$ cat src/rtl/kanagawa_hal_credit_issue_buffer_pkg.sv
// Shared types and elaboration helpers for the credit issue buffer.
package KanagawaTypes;

    localparam int KT_LOG_DEPTH = 5;
    localparam int KT_DEPTH     = 1 << KT_LOG_DEPTH;

    // Free-credit count: one extra bit so the full pool DEPTH is representable.
    typedef logic [KT_LOG_DEPTH:0] credit_t;

    // The credit pool and FIFO pointers rely on DEPTH being an exact power of two.
    function automatic bit depth_is_consistent(input int depth, input int log_depth);
        return depth == (1 << log_depth);
    endfunction

endpackage

$ cat src/rtl/kanagawa_hal_credit_result_fifo.sv
// Show-ahead single-clock result FIFO. The head entry lives in a register so
// the output data is always registered; the RAM holds the entries behind it.
// A write arriving while full with no pop in the same cycle is dropped and
// flagged for one cycle on o_drop.
module kanagawa_hal_credit_result_fifo
    import KanagawaTypes::*;
#(
    parameter int WIDTH     = 16,
    parameter int DEPTH     = 32,
    parameter int LOG_DEPTH = 5
) (
    input  logic             clk,
    input  logic             rst,
    input  logic             i_wr_en,
    input  logic [WIDTH-1:0] i_wr_data,
    input  logic             i_rd_en,
    output logic             o_valid,
    output logic [WIDTH-1:0] o_data,
    output logic             o_drop
);

    localparam logic [LOG_DEPTH:0]   CNT_ONE  = (LOG_DEPTH+1)'(1);
    localparam logic [LOG_DEPTH:0]   CNT_FULL = (LOG_DEPTH+1)'(DEPTH);
    localparam logic [LOG_DEPTH-1:0] PTR_ONE  = LOG_DEPTH'(1);

    logic [WIDTH-1:0]     r_mem [DEPTH];
    logic [LOG_DEPTH-1:0] r_wr_ptr;
    logic [LOG_DEPTH-1:0] r_rd_ptr;
    logic [LOG_DEPTH:0]   r_count;
    logic [WIDTH-1:0]     r_head;

    logic w_pop;
    logic w_full;
    logic w_write;
    logic w_head_bypass;
    logic w_head_from_ram;
    logic w_ram_write;

    assign w_pop   = (r_count != '0) && i_rd_en;
    assign w_full  = (r_count == CNT_FULL);
    assign w_write = i_wr_en && (!w_full || w_pop);
    assign o_drop  = i_wr_en && w_full && !w_pop;

    // The head is refilled straight from the write port when nothing sits
    // behind it; otherwise the next RAM entry moves up on a pop.
    assign w_head_bypass   = w_write && ((r_count == '0) || (w_pop && (r_count == CNT_ONE)));
    assign w_head_from_ram = w_pop && (r_count > CNT_ONE);
    assign w_ram_write     = w_write && !w_head_bypass;

    assign o_valid = (r_count != '0);
    assign o_data  = r_head;

    // Storage for entries queued behind the head (no reset, RAM-inferable).
    always_ff @(posedge clk) begin
        if (w_ram_write)
            r_mem[r_wr_ptr] <= i_wr_data;
    end

    // Pointer, occupancy and head-register maintenance.
    always_ff @(posedge clk or posedge rst) begin
        if (rst) begin
            r_wr_ptr <= '0;
            r_rd_ptr <= '0;
            r_count  <= '0;
            r_head   <= '0;
        end else begin
            if (w_ram_write)
                r_wr_ptr <= r_wr_ptr + PTR_ONE;
            if (w_head_from_ram) begin
                r_head   <= r_mem[r_rd_ptr];
                r_rd_ptr <= r_rd_ptr + PTR_ONE;
            end else if (w_head_bypass) begin
                r_head <= i_wr_data;
            end
            case ({w_write, w_pop})
                2'b10:   r_count <= r_count + CNT_ONE;
                2'b01:   r_count <= r_count - CNT_ONE;
                default: r_count <= r_count;
            endcase
        end
    end

endmodule

$ cat src/rtl/kanagawa_hal_credit_issue_buffer.sv
// Credit-gated front end for a non-stallable fixed-latency pipeline. A command
// is only accepted when a result slot is guaranteed, so downstream backpressure
// never loses results or over-consumes input.
module kanagawa_hal_credit_issue_buffer
    import KanagawaTypes::*;
#(
    parameter int WIDTH_IN  = 16,
    parameter int WIDTH_OUT = 16,
    parameter int DEPTH     = 32,
    parameter int LOG_DEPTH = 5
) (
    input  logic                 clk,
    input  logic                 rst,
    input  logic                 input_valid,
    output logic                 input_ready,
    input  logic [WIDTH_IN-1:0]  input_data,
    output logic                 issue_valid,
    output logic [WIDTH_IN-1:0]  issue_data,
    input  logic                 return_valid,
    input  logic [WIDTH_OUT-1:0] return_data,
    output logic                 output_valid,
    input  logic                 output_ready,
    output logic [WIDTH_OUT-1:0] output_data,
    output logic [LOG_DEPTH:0]   credits,
    output logic                 overflow_error
);

    if (!depth_is_consistent(DEPTH, LOG_DEPTH)) begin : g_bad_depth
        $error("DEPTH must equal 1 << LOG_DEPTH");
    end

    localparam logic [LOG_DEPTH:0] CREDIT_ONE  = (LOG_DEPTH+1)'(1);
    localparam logic [LOG_DEPTH:0] CREDIT_FULL = (LOG_DEPTH+1)'(DEPTH);

    logic [LOG_DEPTH:0] r_credits;
    logic               r_overflow;
    logic               w_accept;
    logic               w_pop;
    logic               w_out_valid;
    logic               w_drop;

    // Ready depends only on the credit register (and reset), never on valid.
    assign input_ready    = (r_credits != '0) && !rst;
    assign w_accept       = input_valid && input_ready;
    assign issue_valid    = w_accept;
    assign issue_data     = input_data;
    assign w_pop          = w_out_valid && output_ready;
    assign output_valid   = w_out_valid;
    assign credits        = r_credits;
    assign overflow_error = r_overflow;

    kanagawa_hal_credit_result_fifo #(
        .WIDTH     (WIDTH_OUT),
        .DEPTH     (DEPTH),
        .LOG_DEPTH (LOG_DEPTH)
    ) u_result_fifo (
        .clk       (clk),
        .rst       (rst),
        .i_wr_en   (return_valid),
        .i_wr_data (return_data),
        .i_rd_en   (output_ready),
        .o_valid   (w_out_valid),
        .o_data    (output_data),
        .o_drop    (w_drop)
    );

    // Credit pool: an accept consumes a slot, a pop frees one.
    always_ff @(posedge clk or posedge rst) begin
        if (rst) begin
            r_credits <= CREDIT_FULL;
        end else begin
            case ({w_accept, w_pop})
                2'b10:   r_credits <= r_credits - CREDIT_ONE;
                2'b01:   r_credits <= r_credits + CREDIT_ONE;
                default: r_credits <= r_credits;
            endcase
        end
    end

    // Sticky flag: a result was dropped because the FIFO was already full.
    always_ff @(posedge clk or posedge rst) begin
        if (rst)
            r_overflow <= 1'b0;
        else if (w_drop)
            r_overflow <= 1'b1;
    end

endmodule

$ cat config.mk
export PLATFORM = sky130hd
export DESIGN_NAME = kanagawa_hal_credit_issue_buffer
export DESIGN_NICKNAME = d
export VERILOG_FILES = /design/src/rtl/kanagawa_hal_credit_issue_buffer_pkg.sv /design/src/rtl/kanagawa_hal_credit_result_fifo.sv /design/src/rtl/kanagawa_hal_credit_issue_buffer.sv
export SDC_FILE = /design/constraint.sdc
export NUM_CORES = 1
export LEC_CHECK = 0
export CELL_PAD_IN_SITES_DETAIL_PLACEMENT = 0
export CELL_PAD_IN_SITES_GLOBAL_PLACEMENT = 2
export CORE_MARGIN = 5
export CORE_UTILIZATION = 40
export DETAILED_ROUTE_END_ITERATION = 7
export HOLD_SLACK_MARGIN = 0.1
export PLACE_DENSITY_LB_ADDON = 0.1
export SLEW_MARGIN = 40
export SYNTH_ARGS = -nofsm -noshare
export SYNTH_HDL_FRONTEND = slang
export SYNTH_SLANG_ARGS = --single-unit
$ cat constraint.sdc
create_clock -name clk -period 3.2 [get_ports clk]
set_input_delay 0.96 -clock clk [delete_from_list [all_inputs] [get_ports clk]]
set_output_delay 0.96 -clock clk [all_outputs]
set_load 0.005 [all_outputs]
==> reports/qor.csv <==
metric,value,unit
worstPathArrival,2.05,ns
final_cell_mix,"edfxtp_1 (512), mux4_2 (96), buf_4 (85)",
syn_nets,1209,
cp_slowest_stage_delay,0.52,ns
fin_skew,0.02292,ns
hold_class,flop to flop,
dieWidth,244.0,um
drv_slew,0,
relSlewSlack,43.21,%
synthCells,1157,
setup_ws,0.1875,ns
hold_path_depth,1,
cts-buffers-inserted,58,
tightest_slew,0.8491,ns
track_usage,18.58,%
start_util,40.55,%
vdd_ir_drop_max,453.3,uV
pre_cts_slack,0.009859,ns
layout_min_cycle_time,3.013,ns
routabilityCongestion,0.7834,
fmax,331.9,MHz
routed_via_density,5.489,
worstReg2RegEnd,credits[5],
seq_area_frac_synth,74.64,%
min_from,overflow_error,
r2r_cells,11,
rows,85,
design.core.area,54030,sq um
die_area,59550,sq um
synthToLayoutAreaGrowth,18.79,%
rsz0062_at_grt,false,
postSynthAreaPerCell,18.93,sq um
worst-setup-path-type,input port to output pin,
cpMaxStageDelayCell,clkdlybuf4s50_1,
cp-end-kind,output pin,
firstDrtPassIters,5,
worst_setup_path_start_kind,input port,
cts-htree-levels,2,
crit_path_start,rst,
drc,0,
status,completed,
synthTopCellsByArea,"edfxtp_1 (70%), mux4_2 (9.9%), dfrtp_1 (4.3%)",
synth-main-ff-cell,edfxtp_1,
final_common_cell,edfxtp_1,
synth_edf_count,512,
reg2reg_from,u_result_fifo.r_count[4],
grt_overflow_total,0,
holdBufCountCts,0,
numPortBuffers,46,
cts_post_setup_buffers_inserted,0,
r2r_slack,0.55,ns
clk-insertion-delay-late,0.61,ns
cp.required,2.24,ns
period_share,94.14,%
drtAntennaViolNets,0,
p_per_area,862.9,nW/um^2
synth_top_area_share,70.18,%
cts_buffer_depth,3,
drive_gt1_share,24.11,%
dp_hpwl,36270,um
whs,0.4781,ns
clk_pin_slew,0.06,ns
drtIter0Drc,1063,
cts_tree,yes,
fin_util,48.17,%
fill_cells,4529,
synth_cell_type_count,53,
grt_pass1_vias,11380,
p_leak,0.008663,uW
grt_first_pass_wirelength,80890,um
nets,1351,
yosysWarnings,0,
ys_async_sr_fraction,7.078,%
die_h,244.0,um
finalSetupTns,0,ns
setup_viol,0,
maxCapViolations,0,
synth-seq-cells,551,
yosysTopAreaCell,edfxtp_1,
cp_cell_sequence,"clkdlybuf4s50_1, a21oi_2, clkdlybuf4s50_1",
worstPathMaxFanout,2,
path_common_cell,clkdlybuf4s50_1,
root_buffer,clkbuf_16,
grt_max_degree,57,
cts.sinks,551,
critPathBufInv,2,
cp_top_family,buffers and inverters,
antenna_found_initial,1,
vias,11230,
top_level_ports,79,
final-hold-violation-count,0,
whs_endpoint,overflow_error,
wirelength,55440,um
avgRoutedWirePerCell,27.11,um
mappedNetlistArea,21910,sq um
[worst register-to-register path, stage by stage, from the launching register on]
cell	delay, ns
dfrtp_1	0.44
nor4_4	0.38
nand2_1	0.13
and2_1	0.20
ha_1	0.21
inv_1	0.14
ha_1	0.25
a21o_1	0.18
a21oi_1	0.22
nand4b_1	0.15
nand4_1	0.11
xor2_1	0.15
[metrics by stage]
stage | power, uW | cells | instance area [sq um]
6_report | 22460 | 2045 | 26020
5_1_grt | 23540 | 2044 | 26020
4_1_cts | 22780 | 2044 | 26010
3_5_place_dp | 15900 | 1935 | 24060
3_3_place_gp | 15870 | 1935 | 24060
2_1_floorplan | 13190 | 1157 | 21910
[cells by family (layout without fill, tap and decap cells)]
logic type               after synthesis  count (layout)  synth area share, %
flip-flops                           551             551                74.64
AO/OA/AOI/OAI                        179             179                5.392
multiplexers                         162             162                12.97
XOR/XNOR                              18              18               0.7196
AND/OR/NAND/NOR                      140             140                2.833
buffers and inverters                 92             283                2.553
other                                  0               1                    0
adder cells (fa/ha/maj)               15              15               0.8910
[synthesized netlist by cell type (all sizes together) (3+ instances only)]
master / n
nor2b: 3
dfrtp: 38
o2bb2ai: 15
a21oi: 36
ha: 14
inv: 10
o221ai: 17
xnor2: 13
nor4: 4
xor2: 5
clkbuf: 36
o21ai: 41
buf: 46
a211oi: 16
mux2i: 63
mux4: 97
nand3: 6
edfxtp: 512
nand3b: 3
nor2: 75
nand2: 35
o22ai: 15
nand4: 4
a22oi: 30
[layer usage]
metal  track usage [%]  part of all wire [%]
met1             28.63                    48
met4             3.667                   1.5
met3             3.997                   5.7
met2             27.65                    45
met5                 0                     0
[how the worst max path moves through the flow]
stage / to / slack (ns) / cells after the start
after CTS: issue_valid / 0.03 / 5
after global routing: output_valid / 0.09 / 3
after detailed placement: credits[5] / 0.01 / 11
after floorplan: credits[5] / 0.26 / 11
after global placement: credits[5] / 0.05 / 11
final: input_ready / 0.19 / 3
[layout make-up]
cell class	count	area, sq um	share of cell area [%]
Antenna cell	1	2.502	0.009616
Tap cell	696	870.8	3.346
Sequential cell	551	16360	62.86
Multi-Input combinational cell	514	5047	19.40
Clock inverter	38	380.4	1.462
Inverter	10	37.54	0.1442
Clock buffer	71	1564	6.010
Timing Repair Buffer	164	1762	6.770
[what timing repair did]
action,CTS,global route
setup endpoints to repair,1,1
gates cloned,0,0
gates resized for setup,1,3
hold endpoints to repair,0,0
[flip-flops by register name, summed over array words and instances, names as in the netlist]
signal,cells
u_result_fifo.r_count,6
u_result_fifo.o_data,16
credits,6
overflow_error,1
u_result_fifo.r_rd_ptr,5
u_result_fifo.r_wr_ptr,5
u_result_fifo.r_mem,512
[power breakdown]
group / total [uW] / internal (uW) / leakage, uW / switching (uW)
logic: 6530 / 2920 / 0.00263 / 3610
registers: 9080 / 8520 / 0.00507 / 554
clock network: 6850 / 4100 / 0.000960 / 2750
total: 22500 / 15500 / 0.00866 / 6920
Note: power is estimated with default switching activity, not from simulation.
